===== src/rtl/aes_pkg.sv =====
// Shared AES-128 definitions: S-box, round constants, round count and key-generator states.
package aes_pkg;

    localparam int NUM_ROUNDS = 10;

    typedef enum logic [1:0] {
        KG_IDLE,
        KG_EXPAND,
        KG_START,
        KG_WAIT
    } kg_state_t;

    localparam logic [7:0] SBOX [0:255] = '{
        8'h63, 8'h7c, 8'h77, 8'h7b, 8'hf2, 8'h6b, 8'h6f, 8'hc5, 8'h30, 8'h01, 8'h67, 8'h2b, 8'hfe, 8'hd7, 8'hab, 8'h76,
        8'hca, 8'h82, 8'hc9, 8'h7d, 8'hfa, 8'h59, 8'h47, 8'hf0, 8'had, 8'hd4, 8'ha2, 8'haf, 8'h9c, 8'ha4, 8'h72, 8'hc0,
        8'hb7, 8'hfd, 8'h93, 8'h26, 8'h36, 8'h3f, 8'hf7, 8'hcc, 8'h34, 8'ha5, 8'he5, 8'hf1, 8'h71, 8'hd8, 8'h31, 8'h15,
        8'h04, 8'hc7, 8'h23, 8'hc3, 8'h18, 8'h96, 8'h05, 8'h9a, 8'h07, 8'h12, 8'h80, 8'he2, 8'heb, 8'h27, 8'hb2, 8'h75,
        8'h09, 8'h83, 8'h2c, 8'h1a, 8'h1b, 8'h6e, 8'h5a, 8'ha0, 8'h52, 8'h3b, 8'hd6, 8'hb3, 8'h29, 8'he3, 8'h2f, 8'h84,
        8'h53, 8'hd1, 8'h00, 8'hed, 8'h20, 8'hfc, 8'hb1, 8'h5b, 8'h6a, 8'hcb, 8'hbe, 8'h39, 8'h4a, 8'h4c, 8'h58, 8'hcf,
        8'hd0, 8'hef, 8'haa, 8'hfb, 8'h43, 8'h4d, 8'h33, 8'h85, 8'h45, 8'hf9, 8'h02, 8'h7f, 8'h50, 8'h3c, 8'h9f, 8'ha8,
        8'h51, 8'ha3, 8'h40, 8'h8f, 8'h92, 8'h9d, 8'h38, 8'hf5, 8'hbc, 8'hb6, 8'hda, 8'h21, 8'h10, 8'hff, 8'hf3, 8'hd2,
        8'hcd, 8'h0c, 8'h13, 8'hec, 8'h5f, 8'h97, 8'h44, 8'h17, 8'hc4, 8'ha7, 8'h7e, 8'h3d, 8'h64, 8'h5d, 8'h19, 8'h73,
        8'h60, 8'h81, 8'h4f, 8'hdc, 8'h22, 8'h2a, 8'h90, 8'h88, 8'h46, 8'hee, 8'hb8, 8'h14, 8'hde, 8'h5e, 8'h0b, 8'hdb,
        8'he0, 8'h32, 8'h3a, 8'h0a, 8'h49, 8'h06, 8'h24, 8'h5c, 8'hc2, 8'hd3, 8'hac, 8'h62, 8'h91, 8'h95, 8'he4, 8'h79,
        8'he7, 8'hc8, 8'h37, 8'h6d, 8'h8d, 8'hd5, 8'h4e, 8'ha9, 8'h6c, 8'h56, 8'hf4, 8'hea, 8'h65, 8'h7a, 8'hae, 8'h08,
        8'hba, 8'h78, 8'h25, 8'h2e, 8'h1c, 8'ha6, 8'hb4, 8'hc6, 8'he8, 8'hdd, 8'h74, 8'h1f, 8'h4b, 8'hbd, 8'h8b, 8'h8a,
        8'h70, 8'h3e, 8'hb5, 8'h66, 8'h48, 8'h03, 8'hf6, 8'h0e, 8'h61, 8'h35, 8'h57, 8'hb9, 8'h86, 8'hc1, 8'h1d, 8'h9e,
        8'he1, 8'hf8, 8'h98, 8'h11, 8'h69, 8'hd9, 8'h8e, 8'h94, 8'h9b, 8'h1e, 8'h87, 8'he9, 8'hce, 8'h55, 8'h28, 8'hdf,
        8'h8c, 8'ha1, 8'h89, 8'h0d, 8'hbf, 8'he6, 8'h42, 8'h68, 8'h41, 8'h99, 8'h2d, 8'h0f, 8'hb0, 8'h54, 8'hbb, 8'h16
    };

    // Round constant for rounds 1..10; any other index yields zero.
    function automatic logic [7:0] rcon_byte(input logic [3:0] k);
        case (k)
            4'd1:    return 8'h01;
            4'd2:    return 8'h02;
            4'd3:    return 8'h04;
            4'd4:    return 8'h08;
            4'd5:    return 8'h10;
            4'd6:    return 8'h20;
            4'd7:    return 8'h40;
            4'd8:    return 8'h80;
            4'd9:    return 8'h1b;
            4'd10:   return 8'h36;
            default: return 8'h00;
        endcase
    endfunction

    function automatic logic [31:0] sub_word(input logic [31:0] w);
        return {SBOX[w[31:24]], SBOX[w[23:16]], SBOX[w[15:8]], SBOX[w[7:0]]};
    endfunction

endpackage


===== src/rtl/aes_key_round.sv =====
// One AES-128 key-expansion round: previous round key plus Rcon gives the next round key.
module aes_key_round (
    input  logic [127:0] prev_key,
    input  logic [7:0]   rcon,
    output logic [127:0] next_key
);
    import aes_pkg::*;

    logic [31:0] w0, w1, w2, w3;
    logic [31:0] t;
    logic [31:0] n0, n1, n2, n3;

    assign {w0, w1, w2, w3} = prev_key;

    // RotWord is a left byte rotate of the last word before substitution.
    assign t = sub_word({w3[23:0], w3[31:24]}) ^ {rcon, 24'h000000};

    assign n0 = w0 ^ t;
    assign n1 = w1 ^ n0;
    assign n2 = w2 ^ n1;
    assign n3 = w3 ^ n2;

    assign next_key = {n0, n1, n2, n3};

endmodule


===== src/rtl/engine_key_gen.sv =====
// AES-128 key schedule feeding the round transformer. ENGINE_KEY_GEN_COMB_EN selects a
// fully combinational 10-round expansion; otherwise one round is computed per clock.
module engine_key_gen (
    input  logic         clk,
    input  logic         rst_,
    input  logic [127:0] key_in,
    input  logic         engine_start,
    input  logic         transformer_done,
    output logic         transformer_start,
    output logic [127:0] round0_key,
    output logic [127:0] round1_key,
    output logic [127:0] round2_key,
    output logic [127:0] round3_key,
    output logic [127:0] round4_key,
    output logic [127:0] round5_key,
    output logic [127:0] round6_key,
    output logic [127:0] round7_key,
    output logic [127:0] round8_key,
    output logic [127:0] round9_key,
    output logic [127:0] round10_key
);
    import aes_pkg::*;

    kg_state_t    state, state_nxt;
    logic [127:0] rk [0:NUM_ROUNDS];

`ifdef ENGINE_KEY_GEN_COMB_EN
    logic [127:0] chain [0:NUM_ROUNDS];

    assign chain[0] = key_in;

    for (genvar r = 1; r <= NUM_ROUNDS; r++) begin : g_round
        aes_key_round u_round (
            .prev_key (chain[r-1]),
            .rcon     (rcon_byte(4'(r))),
            .next_key (chain[r])
        );
    end
`else
    localparam logic [3:0] LAST_STEP = 4'(NUM_ROUNDS);

    // step_cnt names the round key written on the next EXPAND edge; LAST_STEP+1 means done.
    logic [3:0]   step_cnt;
    logic [127:0] round_prev, round_next;

    always_comb begin
        round_prev = '0;
        if (step_cnt != 4'd0 && step_cnt <= LAST_STEP) begin
            round_prev = rk[step_cnt - 4'd1];
        end
    end

    aes_key_round u_round (
        .prev_key (round_prev),
        .rcon     (rcon_byte(step_cnt)),
        .next_key (round_next)
    );
`endif

    always_comb begin
        state_nxt = state;
        case (state)
            KG_IDLE: begin
                if (engine_start) begin
`ifdef ENGINE_KEY_GEN_COMB_EN
                    state_nxt = KG_START;
`else
                    state_nxt = KG_EXPAND;
`endif
                end
            end
            KG_EXPAND: begin
`ifdef ENGINE_KEY_GEN_COMB_EN
                state_nxt = KG_START;
`else
                if (step_cnt > LAST_STEP) begin
                    state_nxt = KG_START;
                end
`endif
            end
            KG_START: state_nxt = KG_WAIT;
            KG_WAIT: begin
                if (transformer_done) begin
                    state_nxt = KG_IDLE;
                end
            end
            default: state_nxt = KG_IDLE;
        endcase
    end

    always_ff @(posedge clk) begin
        if (rst_) begin
            state             <= KG_IDLE;
            transformer_start <= 1'b0;
            for (int i = 0; i <= NUM_ROUNDS; i++) begin
                rk[i] <= '0;
            end
`ifndef ENGINE_KEY_GEN_COMB_EN
            step_cnt <= '0;
`endif
        end else begin
            state             <= state_nxt;
            transformer_start <= (state_nxt == KG_START);
`ifdef ENGINE_KEY_GEN_COMB_EN
            if (state == KG_IDLE && engine_start) begin
                for (int i = 0; i <= NUM_ROUNDS; i++) begin
                    rk[i] <= chain[i];
                end
            end
`else
            if (state == KG_IDLE && engine_start) begin
                rk[0]    <= key_in;
                step_cnt <= 4'd1;
            end else if (state == KG_EXPAND && step_cnt <= LAST_STEP) begin
                rk[step_cnt] <= round_next;
                step_cnt     <= step_cnt + 4'd1;
            end
`endif
        end
    end

    assign round0_key  = rk[0];
    assign round1_key  = rk[1];
    assign round2_key  = rk[2];
    assign round3_key  = rk[3];
    assign round4_key  = rk[4];
    assign round5_key  = rk[5];
    assign round6_key  = rk[6];
    assign round7_key  = rk[7];
    assign round8_key  = rk[8];
    assign round9_key  = rk[9];
    assign round10_key = rk[10];

endmodule


===== config.mk =====
export PLATFORM = sky130hd
export DESIGN_NAME = engine_key_gen
export DESIGN_NICKNAME = d
export VERILOG_FILES = /design/src/rtl/aes_pkg.sv /design/src/rtl/aes_key_round.sv /design/src/rtl/engine_key_gen.sv
export SDC_FILE = /design/constraint.sdc
export NUM_CORES = 2
export LEC_CHECK = 0
export ABC_AREA = 1
export BUFFER_PORTS_ARGS = -buffer_cell sky130_fd_sc_hd__buf_2
export CORE_AREA = 2 2 605 607
export DETAILED_ROUTE_END_ITERATION = 7
export DIE_AREA = 0 0 607 609
export MAX_ROUTING_LAYER = met4
export PLACE_DENSITY = 0.47
export SETUP_SLACK_MARGIN = 0.5
export SLEW_MARGIN = 20
export SYNTH_ARGS = -nofsm -noshare
export SYNTH_HDL_FRONTEND = slang
export SYNTH_HIERARCHICAL = 1
export SYNTH_SLANG_ARGS = --single-unit

===== constraint.sdc =====
create_clock -name clk -period 28.3 [get_ports clk]
set_input_delay 0 -clock clk [delete_from_list [all_inputs] [get_ports clk]]
set_output_delay 0 -clock clk [all_outputs]
set_load 0.02 [all_outputs]

Word level (Yosys, flattened, before mapping):

Memory sizes are Yosys's and may differ from the RTL's.
Index checks and enable logic that the tools add are counted.

* register bits: 7
* RAM bits: 1408
* memory bits (read-only): 8320
* input bits: 132
* output and inout bits: 1409
* word-level logic and storage cells: 68
* memories kept: 6

* add/subtract/negate cells: 2
* $lt $le $gt $ge: 6
* eq/ne operators: 4
* muxes and demuxes: 28
* bitwise gates (word level): 10
* reduce and logical (&&, ||, !) cells: 8

Memories
* (no name shown): depth 256, width 8, rd ports 1, clocked after Yosys merged registers in 0, write ports 0, RTL line aes_pkg.sv:50 `return {SBOX[w[31:24]], SBOX[w[23:16]], SBOX[w[15:8]], SBOX[w[7:0]]};`
* (no name shown): depth 256, width 8, rd ports 1, clocked after Yosys merged registers in 0, write ports 0, RTL line aes_pkg.sv:50
* (no name shown): depth 256, width 8, rd ports 1, clocked after Yosys merged registers in 0, write ports 0, RTL line aes_pkg.sv:50
* (no name shown): depth 256, width 8, rd ports 1, clocked after Yosys merged registers in 0, write ports 0, RTL line aes_pkg.sv:50
* rk: depth 11, width 128, rd ports 12, clocked after Yosys merged registers in 0, write ports 11, RTL line engine_key_gen.sv:25 `logic [127:0] rk [0:NUM_ROUNDS];`
* (no name shown): depth 16, width 8, rd ports 1, clocked after Yosys merged registers in 0, write ports 0, RTL line aes_pkg.sv:34 `case (k)`

Operators with widths (count)
* $mux W128: 3
* $xor A32 B32 Y32: 5
* $reduce_or A128 Y1: 1
* $mux W8: 8
* $ge A9 B9 Y1 const B: 4
* $not A8 Y9: 4
* $mux W1: 12
* $pmux W2 S4: 1
* $eq A2 B2 Y1 const B: 3
* $mux W2: 3
* $add A4 B1 Y4 const B: 1
* $gt A4 B4 Y1 const B: 1
* $le A4 B4 Y1 const B: 1
* $mux W4: 1
* $reduce_bool A4 Y1: 1
* $sub A4 B1 Y4 const B: 1
* $logic_and A1 B1 Y1: 3
* $eq A2 B1 Y1 const B: 1
* $logic_not A2 Y1: 1
* $reduce_bool A2 Y1: 1
* $reduce_or A2 Y1: 1
* $or A1 B1 Y1: 1

Longest topological paths before layout:

* depth after elaboration: 13
* gate-level depth with buffers: 42
* depth with buffers taken out: 33

Cells and area by module:

The synthesis kept the hierarchy.

Modules (own cells, without submodules)
* engine_key_gen: times used 1, cells an instance 8977, area an instance 89736.1 µm², sequential area each 60357.9 µm²
* aes_key_round: times used 1, cells an instance 3076, area an instance 14342.5 µm², sequential area each 0.0 µm²

Least setup slack after synthesis:

Ideal clock, no wire load.

* path type: register -> register
* from: reg step_cnt[0]
* to: mem rk[11][0] (enable)
* library setup time: 0.771 ns
* data arrival time: 10.566 ns
* required time: 27.529 ns
* slack: 16.963 ns
* stages on the path, launching flop included: 13
* buffers on the path: 5
* period minus slack after synthesis: 11.337 ns
* path through: dfxtp_1 buf_2 inv_2 buf_2 buf_2 buf_2 buf_2 ha_1 nand2_2 nand3_2 nand4_1 nand2_1 nor3_1

RTL lines
* start, declared: RTL line engine_key_gen.sv:43 `logic [3:0] step_cnt;`
* start signal, assigned: RTL line engine_key_gen.sv:116 `step_cnt <= step_cnt + 4'd1;`
* end, declared: RTL line engine_key_gen.sv:25

==> results.env <==
LAYOUT-AREA-OVERHEAD-VS-SYNTH_PCT=22.78
WORST_PATH_MAX_DELAY_CELL='sky130_fd_sc_hd__ha_4'
FLOORPLAN_DIE_WIDTH_UM=607
TIMING_HOLD_VIOLATIONS_FINAL=0
WORST_R2R_PATH_DEPTH=29
DETAIL-ROUTE-ANTENNA-NETS=0
ROUTABILITYCONGESTION=1.024
FIN_HOLD_WS_NS=0.08668
DRIVE_GT1_FRAC=0.1738
POSTSYNTHCELLCOUNT=12053
FILLCELLCOUNT=38584
LAYOUT_MIN_CYCLE_TIME_NS=9.826
ASYNC_FLOP_SHARE=0
ROWS=222
GRTUSAGEMET1=0.4678
POWER_PER_CELL_AREA_nW_PER_UM2=84.59
TRACK_USAGE=0.3549
CRITICAL_PATH.MAX_FANOUT=81
MULTI_INPUT_COMB_AREA_UM2=39660
END_POINT_OF_THE_MOST_CRITICAL_HOLD_PATH='rk[11][61]$_DFFE_PP_'
UNREPAIRED_SETUP_ENDPOINTS_AFTER_GLOBAL_ROUTING='no'
DRC=0
SYNTH-SEQ-CELLS=2055
FIN_WS_NS=18.47
YOSYSTOPAREACELLSHARE=0.5540
CLK_TRANSITION_REPORTED_PATHS_NS=0.06
REG2REG_TO='rk[5][52]$_SDFFCE_PN0P_'
STARTPOINT_OF_THE_WORST_SLACK_REG_TO_REG_TIMING_PATH='step_cnt[0]$_SDFFE_PP0P_'
CORE_AREA_UM2=363900
YOSYSWARNINGS=6
KIND_OF_END_POINT_OF_THE_CRITICAL_PATH='register'
DRT-WIRELENGTH-PER-CELL_UM=34.99
DR.PASS1.ITERS=8
YS.FLOP_TYPE='sky130_fd_sc_hd__edfxtp_1'
LAYOUT_COMMON_CELLS='sky130_fd_sc_hd__nand2_1 (3171), sky130_fd_sc_hd__nand3_1 (2383), sky130_fd_sc_hd__edfxtp_1 (1920)'
TIMING.FINAL.CRIT_SHARE=0.3472
SYNTH.DISTINCT_CELLS=40
HOLD_PATH_CLASS='input port to register'
DETAILED_ROUTE_WIRE_LENGTH_MM=663.5
PORT-BUFFER-COUNT=1540
TRITONCTS='yes'
HOLD_PATH.STARTPOINT='key_in[61]'
DP_SLACK_NS=18.66
SETUP_TOTAL_NEGATIVE_SLACK_NS=0
DRV.MAX_CAP_VIOLATION_COUNT=0
CTS-HOLD-FIX-BUFFERS=126
INITIAL_ANTENNA_VIOLATION_COUNT=53
DIE_H_UM=609
SYN-MEAN-INSTANCE-AREA_UM2=8.635
SETUP_VIOL=0
LARGEST_AREA_CONTRIBUTOR_IN_THE_NETLIST='sky130_fd_sc_hd__edfxtp_1'
LAYOUT.CELLS.MOST_COMMON='sky130_fd_sc_hd__nand2_1'
GRT_PASS1_VIAS=93060
CTS_BUFFERS=235
SEQUENTIAL_AREA_SHARE_AFTER_SYNTHESIS=0.5799
GRT_PASS1_WL_MM=866.8
FLOORPLAN.INITIALDENSITY=0.2860
FIRST_ITER_VIOLATIONS=15481
SYN-CELL-AREA_UM2=104100
CTS_SETUP_BUFFERS=0
VIAS=103488
GR-USAGE-MET2=0.4963
START_KIND='register'
WORST_SLEW_PIN_SLEW_NS=1.251
HIGHEST_CLOCK_FREQUENCY_THE_DESIGN_CAN_MEET_GHz=0.1018
HOLD-PATH-CELL-COUNT=4
P_LEAK_nW=54.83
CP.REQUIRED_NS=29.10
SEQCELLAREA_UM2=60360
DIEAREA_UM2=369700
TOTALPOWERFINAL_W=0.01081
BOUNDARYPINS=1541
TOP_USAGE_LAYER='met2'
STATUS='completed'
SLEW-LIMIT-HEADROOM=0.1658
CPPEAKSTAGEDELAY_NS=0.79
CLOCK_TREE.BUFFER_DEPTH=4
TOTAL_OF_CELLS_RESIZED_AFTER_CLOCK_TREE_SYNTHESIS=0
MET3_USAGE=0.09680
GRT.OVERFLOW.TOTAL=0
VIAS_PER_CELL=5.457
CLK_LAT_WORST_SKEW_NS=1.00
SYNTH_TOP_CELLS_BY_AREA='sky130_fd_sc_hd__edfxtp_1 (55%), sky130_fd_sc_hd__nand2_1 (12%), sky130_fd_sc_hd__nand3_1 (11%), sky130_fd_sc_hd__nor2_1 (6.4%), sky130_fd_sc_hd__dfxtp_1 (2.6%)'
CELL_MODE_ON_CRITICAL_PATH='sky130_fd_sc_hd__nand3_1'
NUMBER_OF_SYNTHESIZED_FLOPS_WITH_AN_ENABLE_PIN=1920
SETUP.WORST_PATH.CLASS='register to register'
SLEW_VIOLATIONS=0
FIN_SKEW_NS=0.09515
TRITONCTS_NUM_SINKS=2055
CLOCKROOTBUFFER='sky130_fd_sc_hd__clkbuf_16'
NUM-NETS-FINAL=14117
RRSETUPSLACK_NS=18.47
CRITPATHARRIVALTIME_NS=10.63
HTREE_LEVELS=4
DETAILEDPLACEMENTHPWL_MM=490.2
GRT_START_MAX_NET_PINS=139
IR_WORST_VDD_uV=57.04
-- worst max-delay path by stage --
stage                     slack (ns)                      end                startpoint  cells after the start
after floorplan                16.96      rk[11][0]$_DFFE_PP_  step_cnt[0]$_SDFFE_PP0P_                     12
after global placement         18.76  rk[5][44]$_SDFFCE_PN0P_  step_cnt[0]$_SDFFE_PP0P_                     30
after detailed placement       18.66  rk[1][44]$_SDFFCE_PN0P_  step_cnt[0]$_SDFFE_PP0P_                     30
after CTS                      18.62  rk[8][44]$_SDFFCE_PN0P_  step_cnt[0]$_SDFFE_PP0P_                     30
after global routing           18.10  rk[1][40]$_SDFFCE_PN0P_  step_cnt[0]$_SDFFE_PP0P_                     28
final                          18.47  rk[5][52]$_SDFFCE_PN0P_  step_cnt[0]$_SDFFE_PP0P_                     29
-- report_power, final --
group / switching (W) / internal [W]
registers: 0.000142 / 0.00360
clock network: 0.00139 / 0.00176
logic: 0.00307 / 0.000845
-- per-stage QoR --
| stage | area, um^2 | cells | utilization |
|---|---|---|---|
| final | 127800 | 18965 | 0.3512 |
| after global placement | 118800 | 18370 | 0.3264 |
| after floorplan | 106000 | 12564 | - |
| after global routing | 127700 | 18945 | 0.3510 |
| after detailed placement | 118800 | 18370 | 0.3264 |
| after CTS | 127700 | 18936 | 0.3509 |
-- cell usage after synthesis (2+ instances only) --
master                     instances
sky130_fd_sc_hd__ha_1             68
sky130_fd_sc_hd__a31oi_1         101
sky130_fd_sc_hd__buf_4            27
sky130_fd_sc_hd__nor2_1         1776
sky130_fd_sc_hd__o21ai_1           9
sky130_fd_sc_hd__nand2_2          44
sky130_fd_sc_hd__o22ai_1         157
sky130_fd_sc_hd__nand4_1          27
sky130_fd_sc_hd__nand3_1        2384
sky130_fd_sc_hd__buf_2           372
sky130_fd_sc_hd__edfxtp_1       1920
sky130_fd_sc_hd__a21oi_2           4
sky130_fd_sc_hd__buf_6            10
sky130_fd_sc_hd__inv_1           580
sky130_fd_sc_hd__nand2_1        3189
sky130_fd_sc_hd__clkinv_1         17
sky130_fd_sc_hd__inv_4             4
sky130_fd_sc_hd__nand3b_1         21
sky130_fd_sc_hd__nand3_2          10
sky130_fd_sc_hd__dfxtp_1         135
sky130_fd_sc_hd__nor3_1            8
sky130_fd_sc_hd__nand2_4           2
sky130_fd_sc_hd__o31ai_1           3
sky130_fd_sc_hd__a21oi_1         297
sky130_fd_sc_hd__clkbuf_1        330
sky130_fd_sc_hd__buf_1            86
sky130_fd_sc_hd__o21ai_0         276
sky130_fd_sc_hd__inv_2           145
sky130_fd_sc_hd__nor2_2           10
sky130_fd_sc_hd__a211oi_1          6
sky130_fd_sc_hd__xor2_1            7
sky130_fd_sc_hd__o211ai_1         20
-- cell type report --
| type | instances | area share |
|---|---|---|
| flip-flops and latches | 2055 | 0.4724 |
| multi-input cells | 8937 | 0.3104 |
| repair buffers | 1942 | 0.08728 |
| clock buffers | 323 | 0.05099 |
| well taps | 4816 | 0.04716 |
| inverters | 746 | 0.02232 |
| clock inverters | 117 | 0.008901 |
| diodes | 29 | 0.0005679 |
-- kinds of logic (layout without fill, tap and decap cells) --
| kind of cell | after synthesis | count (layout) | share of synthesized area |
|---|---|---|---|
| adders and majority gates | 68 | 68 | 0.008175 |
| xor gates and xnor gates | 9 | 9 | 0.0008296 |
| other | 1 | 541 | 0.00003603 |
| AOI/OAI and AO/OA | 873 | 873 | 0.04592 |
| DFF | 2055 | 2055 | 0.5799 |
| buffers and inverters | 1572 | 3128 | 0.06307 |
| and+or+nand+nor | 7475 | 7475 | 0.3020 |
-- critical path, delay by kind of cell, from the launching register on --
family                   cells  cell delay [ns]
flip-flops                   1             0.69
adder cells (fa/ha/maj)      1             0.79
AO/OA/AOI/OAI                1             0.63
AND/OR/NAND/NOR             17             2.95
buffers and inverters       10             4.34
-- state kept, by name (all words and copies together), names as in the netlist --
signal             cells
rk                  2048
step_cnt               4
transformer_start      1
state                  2
-- routing by layer --
metal	vias to the layer above	share of wire
met5	-	0
met4	0	0.064
met3	1141	0.11
met2	6479	0.42
met1	52000	0.41
li1	43868	-
Note: power is estimated with default switching activity, not from simulation.
